`src/rtl/icap_reg_access_if.sv`:
```
// Request/response bus between fabric logic and the ICAPE2 register-access controller.
// The master issues single-register reads or writes; the slave answers with a one-cycle completion pulse.
interface icap_reg_access_if;
    logic        req_valid;
    logic        req_ready;
    logic        req_write;
    logic [4:0]  req_addr;
    logic [31:0] req_wdata;
    logic        rsp_valid;
    logic [31:0] rsp_rdata;

    modport master (
        output req_valid, req_write, req_addr, req_wdata,
        input  req_ready, rsp_valid, rsp_rdata
    );

    modport slave (
        input  req_valid, req_write, req_addr, req_wdata,
        output req_ready, rsp_valid, rsp_rdata
    );
endinterface

```
`src/rtl/icap_reg_access.sv`:
```
// ICAPE2 (X32) initiator: expands single-register read/write requests into the full
// sync / type-1 / desync packet sequence, including the read-direction turnaround.
module icap_reg_access #(
    parameter int STARTUP_CYCLES = 2048,
    parameter int READ_LAT       = 3
) (
    input  logic                clk,
    input  logic                reset_n,
    icap_reg_access_if.slave    bus,
    output logic                icap_csib,
    output logic                icap_rdwrb,
    output logic [31:0]         icap_i,
    input  logic [31:0]         icap_o
);

    typedef enum logic [3:0] {
        S_STARTUP, S_IDLE, S_SEQ, S_TURN_A, S_TURN_B,
        S_RD_WIN, S_TURN_C, S_TURN_D, S_DESYNC, S_DONE
    } state_t;

    // One counter serves startup, packet index and read window; 4 bits cover the packet phases.
    localparam int CW = ($clog2(STARTUP_CYCLES + 1) > 4) ? $clog2(STARTUP_CYCLES + 1) : 4;

    localparam logic [31:0] W_DUMMY   = 32'hFFFF_FFFF;
    localparam logic [31:0] W_SYNC    = 32'hAA99_5566;
    localparam logic [31:0] W_NOOP    = 32'h2000_0000;
    localparam logic [31:0] W_CMD_HDR = 32'h3000_8001;
    localparam logic [31:0] W_DESYNC  = 32'h0000_000D;

    // ICAP expects each byte bit-reversed with byte order kept; the mapping is its own inverse.
    function automatic logic [31:0] swap(input logic [31:0] w);
        logic [31:0] r;
        for (int b = 0; b < 4; b++)
            for (int j = 0; j < 8; j++)
                r[8*b + j] = w[8*b + 7 - j];
        return r;
    endfunction

    state_t        state, state_nxt;
    logic [CW-1:0] cnt, cnt_nxt;
    logic          wr_q, wr_nxt;
    logic [4:0]    addr_q, addr_nxt;
    logic [31:0]   wdata_q, wdata_nxt;
    logic          csib_nxt, rdwrb_nxt, ready_nxt, rv_nxt;
    logic [31:0]   word_nxt;

    // NOTE: every variable gets a default at the top of the block so no path leaves one unassigned (no latches).
    always_comb begin
        state_nxt = state;
        cnt_nxt   = cnt;
        wr_nxt    = wr_q;
        addr_nxt  = addr_q;
        wdata_nxt = wdata_q;

        case (state)
            S_STARTUP: begin
                if (cnt == CW'(STARTUP_CYCLES)) begin
                    state_nxt = S_IDLE;
                    cnt_nxt   = '0;
                end else begin
                    cnt_nxt = cnt + CW'(1);
                end
            end
            S_IDLE: begin
                if (bus.req_valid && bus.req_ready) begin
                    state_nxt = S_SEQ;
                    cnt_nxt   = '0;
                    wr_nxt    = bus.req_write;
                    addr_nxt  = bus.req_addr;
                    wdata_nxt = bus.req_wdata;
                end
            end
            S_SEQ: begin
                if (cnt == (wr_q ? CW'(10) : CW'(5))) begin
                    state_nxt = wr_q ? S_DONE : S_TURN_A;
                    cnt_nxt   = '0;
                end else begin
                    cnt_nxt = cnt + CW'(1);
                end
            end
            S_TURN_A: state_nxt = S_TURN_B;
            S_TURN_B: begin
                state_nxt = S_RD_WIN;
                cnt_nxt   = '0;
            end
            S_RD_WIN: begin
                if (cnt == CW'(READ_LAT - 1)) begin
                    state_nxt = S_TURN_C;
                    cnt_nxt   = '0;
                end else begin
                    cnt_nxt = cnt + CW'(1);
                end
            end
            S_TURN_C: state_nxt = S_TURN_D;
            S_TURN_D: begin
                state_nxt = S_DESYNC;
                cnt_nxt   = '0;
            end
            S_DESYNC: begin
                if (cnt == CW'(3)) begin
                    state_nxt = S_DONE;
                    cnt_nxt   = '0;
                end else begin
                    cnt_nxt = cnt + CW'(1);
                end
            end
            S_DONE:   state_nxt = S_IDLE;
            default:  state_nxt = S_STARTUP;
        endcase

        // Pin values are decoded from the next state so they appear registered in the cycle they belong to.
        csib_nxt  = 1'b1;
        rdwrb_nxt = 1'b0;
        word_nxt  = W_DUMMY;
        ready_nxt = (state_nxt == S_IDLE);
        rv_nxt    = (state_nxt == S_DONE);

        case (state_nxt)
            S_SEQ: begin
                csib_nxt = 1'b0;
                case (cnt_nxt)
                    CW'(0):  word_nxt = W_DUMMY;
                    CW'(1):  word_nxt = W_SYNC;
                    CW'(3):  word_nxt = (wr_nxt ? 32'h3000_0001 : 32'h2800_0001) | {14'd0, addr_nxt, 13'd0};
                    CW'(4):  word_nxt = wr_nxt ? wdata_nxt : W_NOOP;
                    CW'(7):  word_nxt = wr_nxt ? W_CMD_HDR : W_NOOP;
                    CW'(8):  word_nxt = wr_nxt ? W_DESYNC : W_NOOP;
                    default: word_nxt = W_NOOP;
                endcase
            end
            S_TURN_B, S_TURN_C: rdwrb_nxt = 1'b1;
            S_RD_WIN: begin
                csib_nxt  = 1'b0;
                rdwrb_nxt = 1'b1;
            end
            S_DESYNC: begin
                csib_nxt = 1'b0;
                case (cnt_nxt)
                    CW'(0):  word_nxt = W_CMD_HDR;
                    CW'(1):  word_nxt = W_DESYNC;
                    default: word_nxt = W_NOOP;
                endcase
            end
            default: ;
        endcase
    end

    // NOTE: sequential state uses non-blocking assignments so all registers update from pre-edge values.
    always_ff @(posedge clk or negedge reset_n) begin
        if (!reset_n) begin
            state         <= S_STARTUP;
            cnt           <= '0;
            wr_q          <= 1'b0;
            addr_q        <= '0;
            wdata_q       <= '0;
            bus.req_ready <= 1'b0;
            bus.rsp_valid <= 1'b0;
            bus.rsp_rdata <= '0;
            icap_csib     <= 1'b1;
            icap_rdwrb    <= 1'b0;
            icap_i        <= W_DUMMY;
        end else begin
            state         <= state_nxt;
            cnt           <= cnt_nxt;
            wr_q          <= wr_nxt;
            addr_q        <= addr_nxt;
            wdata_q       <= wdata_nxt;
            bus.req_ready <= ready_nxt;
            bus.rsp_valid <= rv_nxt;
            icap_csib     <= csib_nxt;
            icap_rdwrb    <= rdwrb_nxt;
            icap_i        <= swap(word_nxt);
            if (state == S_RD_WIN && cnt == CW'(READ_LAT - 1))
                bus.rsp_rdata <= swap(icap_o);
        end
    end

endmodule

```
`src/flat_wrapper.sv`:
```
// flat-port wrapper written by rule: the top's interface ports become plain ports
module icap_reg_access_flat 
#(
    parameter int STARTUP_CYCLES = 2048,
    parameter int READ_LAT       = 3
)
  (clk, reset_n, icap_csib, icap_rdwrb, icap_i, icap_o, bus_req_valid, bus_req_write, bus_req_addr, bus_req_wdata, bus_req_ready, bus_rsp_valid, bus_rsp_rdata);
  icap_reg_access_if bus_i ();
  input  logic clk;
  input  logic reset_n;
  output logic icap_csib;
  output logic icap_rdwrb;
  output logic [31:0] icap_i;
  input  logic [31:0] icap_o;
  input wire logic [$bits(bus_i.req_valid)-1:0] bus_req_valid;
  input wire logic [$bits(bus_i.req_write)-1:0] bus_req_write;
  input wire logic [$bits(bus_i.req_addr)-1:0] bus_req_addr;
  input wire logic [$bits(bus_i.req_wdata)-1:0] bus_req_wdata;
  output wire logic [$bits(bus_i.req_ready)-1:0] bus_req_ready;
  output wire logic [$bits(bus_i.rsp_valid)-1:0] bus_rsp_valid;
  output wire logic [$bits(bus_i.rsp_rdata)-1:0] bus_rsp_rdata;
  assign bus_i.req_valid = bus_req_valid;
  assign bus_i.req_write = bus_req_write;
  assign bus_i.req_addr = bus_req_addr;
  assign bus_i.req_wdata = bus_req_wdata;
  assign bus_req_ready = bus_i.req_ready;
  assign bus_rsp_valid = bus_i.rsp_valid;
  assign bus_rsp_rdata = bus_i.rsp_rdata;
  icap_reg_access #(.STARTUP_CYCLES(STARTUP_CYCLES), .READ_LAT(READ_LAT)) u_core (.clk(clk), .reset_n(reset_n), .bus(bus_i), .icap_csib(icap_csib), .icap_rdwrb(icap_rdwrb), .icap_i(icap_i), .icap_o(icap_o));
endmodule
```
`config.mk`:
```
export PLATFORM = sky130hd
export DESIGN_NAME = icap_reg_access_flat
export DESIGN_NICKNAME = d
export VERILOG_FILES = /design/src/rtl/icap_reg_access_if.sv /design/src/rtl/icap_reg_access.sv /design/src/flat_wrapper.sv
export SDC_FILE = /design/constraint.sdc
export NUM_CORES = 1
export LEC_CHECK = 0
export CAP_MARGIN = 20
export CORE_ASPECT_RATIO = 0.75
export CORE_MARGIN = 8
export CORE_UTILIZATION = 54
export CTS_CLUSTER_DIAMETER = 60
export DETAILED_ROUTE_END_ITERATION = 8
export PLACE_DENSITY = 0.86
export RECOVER_POWER = 50
export SYNTH_ARGS = -nofsm -noshare
export SYNTH_HDL_FRONTEND = slang
export SYNTH_SLANG_ARGS = --single-unit
export TNS_END_PERCENT = 10
```
`constraint.sdc`:
```
create_clock -name clk -period 8.29 [get_ports clk]
set_input_delay 1.658 -clock clk [delete_from_list [all_inputs] [get_ports clk]]
set_output_delay 1.658 -clock clk [all_outputs]
set_load 0.01 [all_outputs]
```
==> metrics.cfg, run 1 <==
[outcome]
outcome = finished with violations
violations = max-capacitance violations, max-slew violations

[timing]
skew_ns = 0.00954
worst_pin_slew_ns = 2.12
totalNegativeSetupSlack_ns = 0
fin_ws_ns = 3.34
relSlewSlack_pct = -41.0
fin_crit_sh_pct = 59.7
max_clock_freq_ghz = 0.202
rsz0062_at_grt = false
setup_viol = 0
hold_ws_ns = 0.493
hold_viol_final = 0
period_minus_slack_ns = 4.95
maxSlewViolCount = 76

[floorplan]
die_x_um = 137
io_pins = 141
core_area_mm2 = 0.0108
chipHeight_um = 106
start_util_pct = 54.7
rows = 33
die_area_mm2 = 0.0146

[clock_network]
post_cts_buffers = 0
cts-root-buf = clkbuf_16
h-tree-depth = 4
ctsResizeCount = 0
clock_path_buffers = 2
clock-sinks = 122
cts_tree = done
cts_hold_buf = 0
numCtsBuffers = 17
clk_pin_slew_ns = 0.05
clock_latency_ns = 0.42

[logic_synthesis]
synth_area_leaders = dfrtp_1 38%, dfstp_2 15%, mux2_2 14%
synth_enable_flop_cells = 0
yosys.area.top_type = dfrtp_1
syn-num-nets = 577
synthesis.area_mm2 = 0.00590
synth.top_cell.area_share_pct = 37.8
ys.flop_type = dfrtp_1
ys_warn_count = 0
syn-instance-count = 501
synth-seq-cells = 122
synth_cell_types = 69
postSynthAreaPerCell_um2 = 11.8
async_reset_ff_share_pct = 100
ys_seq_area_share_pct = 52.5

[placed_design]
dp_slack_ns = 3.42
port_buffers = 140
gp_congestion = 0.917
dpl.hpwl_mm = 10.9

[worst_setup_path]
reg2reg_depth = 7
critPathRequiredTime_ns = 8.57
start_kind = flop
r2r-end = u_core.icap_i[15]$_DFF_PN1_
critPathMaxStageDelay_ns = 1.17
critPathSlowestCell = nand3_1
crit_start = u_core.cnt[2]$_DFF_PN0_
reg2reg_slack_ns = 3.34
r2r_start = u_core.cnt[2]$_DFF_PN0_
crit_fanout = 33
path_class = reg -> reg
worst_setup_path_end_kind = flop
cp_cell_sequence = or4_1 > nor3_1 > nand3_1 > and3_1 > or2_1 > a21oi_4 > o21ai_1
critPathArrivalTime_ns = 5.23

[worst_hold_path]
hold_class = reg -> reg
hold_start = u_core.wdata_q[0]$_DFF_PN0_
holdPathStages = 2
timing.hold.worst_endpoint = u_core.wdata_q[0]$_DFF_PN0_

[drt]
routed_via_density = 6.00
routedWlPerCell_um = 21.0
num_vias = 4699
drc = 0
wirelength_mm = 16.5
drt_iter0_drc = 526
dr.pass1.iters = 5
postRouteAntennaNets = 0

[finish]
fill_cells = 645
multi_input_area_mm2 = 0.00252
syn_to_final_growth_pct = 34.8
nNetsFinal = 706
antenna_cells = 0
drive_gt1_share_pct = 27.2
seqCellArea_mm2 = 0.00309
utilization_pct = 73.8

[pwr]
power_density_mw_per_mm2 = 412
vdd_drop_max_mv = 0.277
p_leak_nw = 3.21

[grt]
grt_max_degree = 83
grt_usage_pct = 23.0
grt_pass1_wl_mm = 26.3
grt_pass1_vias = 4903
gr-total-overflow = 0
antenna_found_initial = 0

[job]
maxCapViolCount = 2

==> how the worst max path moves through the flow <==
stage / depth (start not counted) / endpoint / slack [ns]
2_1_floorplan: 10 / u_core.icap_i[4]$_DFF_PN1_ / 4.59
6_report: 7 / u_core.icap_i[15]$_DFF_PN1_ / 3.34
3_5_place_dp: 10 / u_core.icap_i[9]$_DFF_PN1_ / 3.42
3_3_place_gp: 10 / u_core.icap_i[22]$_DFF_PN1_ / 3.58
4_1_cts: 10 / u_core.icap_i[22]$_DFF_PN1_ / 3.73
5_1_grt: 7 / u_core.icap_i[5]$_DFF_PN1_ / 3.14
==> critical path, delay by kind of cell, from the launching register on <==
kind               cells  cell delay [ns]
AOI/OAI and AO/OA      2             1.08
and+or+nand+nor        5             3.14
DFF                    1             0.60
==> state kept, by name, indices dropped and copies added, names as in the netlist <==
register              flops
u_core.cnt               12
u_core.bus.rsp_valid      1
u_core.bus.rsp_rdata     32
u_core.bus.req_ready      1
u_core.icap_rdwrb         1
u_core.wr_q               1
u_core.wdata_q           32
u_core.icap_i            32
u_core.addr_q             5
u_core.state              4
u_core.icap_csib          1
==> area by class of cell <==
type / count / share of cell area, %
sequential: 122 / 38.9
clock inverter: 13 / 2.42
timing repair buffer: 148 / 18.7
inverter: 12 / 0.567
tap: 140 / 2.20
clock buffer: 19 / 5.45
multi-input combinational: 329 / 31.7
==> synth_stat cells (all sizes together), types with 5 or more instances <==
cell    count
dfrtp      89
mux2       71
o21ai      49
dfstp      33
a21oi      29
nand2      26
nor2       26
buf        21
clkbuf     17
nor3       16
inv        12
nand3      12
a221oi      8
nor4        8
nand3b      5
o211ai      5
==> layout by cell type (no fill, tap or decap), types with 17 or more instances in the layout <==
master and count:
nor2_1 26, clkdlybuf4s50_1 131, dfstp_2 33, dfrtp_1 89, nand2_1 26, mux2_2 70
clkbuf_16 17, o21ai_0 19, o21ai_2 18, a21oi_1 28
==> per-stage QoR <==
step | std cells | total power, mW | cell area, um^2
CTS | 780 | 3.28 | 7930
global placement | 748 | 2.39 | 7310
detailed placement | 748 | 2.45 | 7310
global route | 783 | 3.46 | 7950
floorplan | 501 | 1.90 | 5900
finish | 783 | 3.28 | 7950
==> cell families (layout without fill, tap and decap cells) <==
logic type      after synthesis  count (layout)  share of synthesized area, %
compound gates              121             121                          14.6
xor+xnor                      3               3                         0.446
fa+ha+maj                     4               4                         0.828
buf+inv                      50             192                          4.33
flops                       122             122                          52.5
mux                          75              75                          14.2
simple gates                126             126                          13.1
==> report_power, final <==
part           internal [mW]  switching, mW
registers              0.887          0.150
clock network          0.506          0.278
logic                  0.658          0.797
==> metal layers <==
layer	vias to the layer above	share of wire (%)	GRT usage (%)
met5	-	0	0
met4	0	2.3	9.54
met3	32	11	9.80
met2	260	48	35.3
met1	2307	39	27.9
li1	2100	-	-
Power figures use the tool's default switching activity.
==> run 2, diff against run 1 <==
Settings changed: CORE_UTILIZATION 54 to 50, PLACE_DENSITY 0.86 to 0.8.
Clock period 8.29 ns to 5.2 ns, I/O delays scaled along.
==> run 2 against run 1 <==
  * The flow still finishes with violations (max-capacitance violations, max-slew violations)
  * Critical path depth increased by 1
  * Die area rose by 6.9%
  * Fmax increased by 17%
  * Cell area rose by 0.85%
  * Clock power grew 61%
  * Total power grew 60%
  * Via count decreased by 0.87%
  * Register-to-register slack got worse by 2.4 ns
  * Combinational power up 60%
  * Largest cell class unchanged
==> metrics.cfg, run 2 (synthesized netlist as in run 1, its figures left out) <==
[outcome]
outcome = finished with violations
violations = max-capacitance violations, max-slew violations

[floorplan]
io_pins = 141  ; unchanged
rows = 34  ; +3.0%
die_area_mm2 = 0.0156  ; +6.9%
die_x_um = 141  ; +3.5%
start_util_pct = 51.1  ; -3.6 points
core_area_mm2 = 0.0115  ; +7.0%
chipHeight_um = 110  ; +3.3%

[finish]
syn_to_final_growth_pct = 36.0
fill_cells = 774  ; +20%
antenna_cells = 0  ; unchanged
nNetsFinal = 708  ; +0.28%
drive_gt1_share_pct = 27.9  ; +0.69 points
largestRegisters = u_core.bus.rsp_rdata x32, u_core.icap_i x32, u_core.wdata_q x32
final_cell_mix = 135 x clkdlybuf4s50_1, 89 x dfrtp_1, 66 x mux2_2, 33 x dfstp_2, 28 x a21oi_1
utilization_pct = 69.5  ; -4.2 points
layout_commonest_cell = clkdlybuf4s50_1

[worst_setup_path]
critPathSlowestCell = a21oi_4
crit_fanout = 33  ; unchanged
r2r-end = u_core.icap_i[4]$_DFF_PN1_
worst_setup_path_end_kind = flop
start_kind = flop
cp_cell_sequence = or4_4 > nor3_2 > nand3_2 > clkbuf_1 > and3_1 > or2_1 > a21oi_4 > o211ai_2
reg2reg_slack_ns = 0.96  ; -2.38 ns
reg2reg_depth = 8  ; +1
r2r_start = u_core.cnt[2]$_DFF_PN0_
critPathRequiredTime_ns = 5.47  ; -3.10 ns
path_class = reg -> reg
path_buf_inv = 1  ; +1
critPathArrivalTime_ns = 4.51  ; -0.72 ns
critPathMaxStageDelay_ns = 0.81  ; -0.36 ns
critPathTopFamily = simple AND/OR/NAND/NOR gates

[clock_network]
numCtsBuffers = 17  ; unchanged
cts_hold_buf = 0  ; unchanged
clk_pin_slew_ns = 0.06  ; about the same
ctsResizeCount = 0  ; unchanged
h-tree-depth = 4  ; unchanged
clock-sinks = 122  ; unchanged
post_cts_buffers = 0  ; unchanged
clock_latency_ns = 0.41  ; about the same
cts_tree = done
clock_path_buffers = 2  ; unchanged
cts-root-buf = clkbuf_16

[timing]
fin_crit_sh_pct = 81.6  ; +22 points
totalNegativeSetupSlack_ns = 0  ; unchanged
max_clock_freq_ghz = 0.236  ; +17%
worst_pin_slew_ns = 1.80  ; -0.315 ns
setup_viol = 0  ; unchanged
period_minus_slack_ns = 4.24  ; -0.710 ns
rsz0062_at_grt = false
skew_ns = 0.0121  ; +0.00256 ns
hold_viol_final = 0  ; unchanged
relSlewSlack_pct = -20.0  ; +21 points
maxSlewViolCount = 68  ; -11%

[worst_hold_path]
hold_class = reg -> reg
hold_start = u_core.wdata_q[0]$_DFF_PN0_
holdPathStages = 2  ; unchanged
timing.hold.worst_endpoint = u_core.wdata_q[0]$_DFF_PN0_

[placed_design]
dpl.hpwl_mm = 11.2  ; +3.1%
port_buffers = 140  ; unchanged
gp_congestion = 0.879  ; -4.1%

[drt]
routed_via_density = 5.77  ; -3.8%
dr.pass1.iters = 5  ; unchanged
wirelength_mm = 16.1  ; -2.1%
num_vias = 4658  ; -0.87%
routedWlPerCell_um = 20.0  ; -5.0%
postRouteAntennaNets = 0  ; unchanged
drc = 0  ; unchanged
drt_iter0_drc = 403  ; -23%

[grt]
antenna_found_initial = 0  ; unchanged
grt_usage_pct = 21.0  ; -2.0 points
grt_max_degree = 91  ; +9.6%
grt_pass1_wl_mm = 25.7  ; -2.3%
gr-total-overflow = 0  ; unchanged
grt_pass1_vias = 4804  ; -2.0%

[pwr]
vdd_drop_max_mv = 0.383  ; +38%
p_leak_nw = 3.23  ; +0.47%
power_density_mw_per_mm2 = 653  ; +59%

[job]
maxCapViolCount = 2  ; unchanged

## run 2: cell count changes in the layout (fill, tap and decap cells not counted), sizes merged
cell and delta:
buf +3, clkinv -1, clkbuf -1, clkdlybuf4s50 +4
clkinvlp +1, dlygate4sd3 -4
## run 2: cell type report
cell class	instances	area [um^2]	area share [%]
Sequential cell	122	3090	38.6
Multi-Input combinational cell	329	2560	31.9
Clock buffer	19	443	5.53
Timing Repair Buffer	150	1480	18.5
Tap cell	162	203	2.53
Inverter	12	45.0	0.562
Clock inverter	13	191	2.39
## run 2: worst max-delay path by stage
stage	from	to	slack (ns)	cells past startpoint
2_1_floorplan	bus_req_valid	u_core.icap_i[4]$_DFF_PN1_	2.12	10
3_3_place_gp	bus_req_valid	u_core.icap_i[5]$_DFF_PN1_	1.12	11
3_5_place_dp	bus_req_valid	u_core.icap_i[16]$_DFF_PN1_	0.99	11
4_1_cts	u_core.cnt[0]$_DFF_PN0_	u_core.icap_i[31]$_DFF_PN1_	1.20	10
5_1_grt	u_core.cnt[2]$_DFF_PN0_	u_core.icap_i[4]$_DFF_PN1_	0.72	8
6_report	u_core.cnt[2]$_DFF_PN0_	u_core.icap_i[4]$_DFF_PN1_	0.96	8
## run 2: routing by layer
metal  wire (um)  part of all wire [%]  vias up  track usage [%]
met5           0                     0        -                0
met4         221                   1.4        0             6.49
met3        1820                    11       27             8.35
met2        7700                    48      239             34.5
met1        6400                    40     2291             25.3
li1            -                     -     2101                -
## run 2: stage by stage
stage | total power [mW] | std cells | hold slack (ns) | instance area, um^2 | worst slack [ns]
floorplan | 3.03 | 501 | 0.445 | 5900 | 2.12
global placement | 3.85 | 774 | 0.470 | 7370 | 1.12
detailed placement | 3.95 | 774 | 0.473 | 7370 | 0.987
CTS | 5.25 | 806 | 0.495 | 8000 | 1.20
global route | 5.52 | 807 | 0.508 | 8020 | 0.725
finish | 5.24 | 807 | 0.494 | 8020 | 0.957
## run 2: worst reg2reg max path, delay by kind of cell, from the launching register on
kind            cells  cell delay (ns)
simple gates        5             1.75
flops               1             0.58
compound gates      2             1.06
buf+inv             1             0.72
## run 2: report_power, final
group	leakage, nW	switching (mW)	total, mW	internal, mW
Sequential	1.44	0.238	1.65	1.41
Clock	0.300	0.438	1.26	0.819
Combinational	1.48	1.26	2.33	1.07
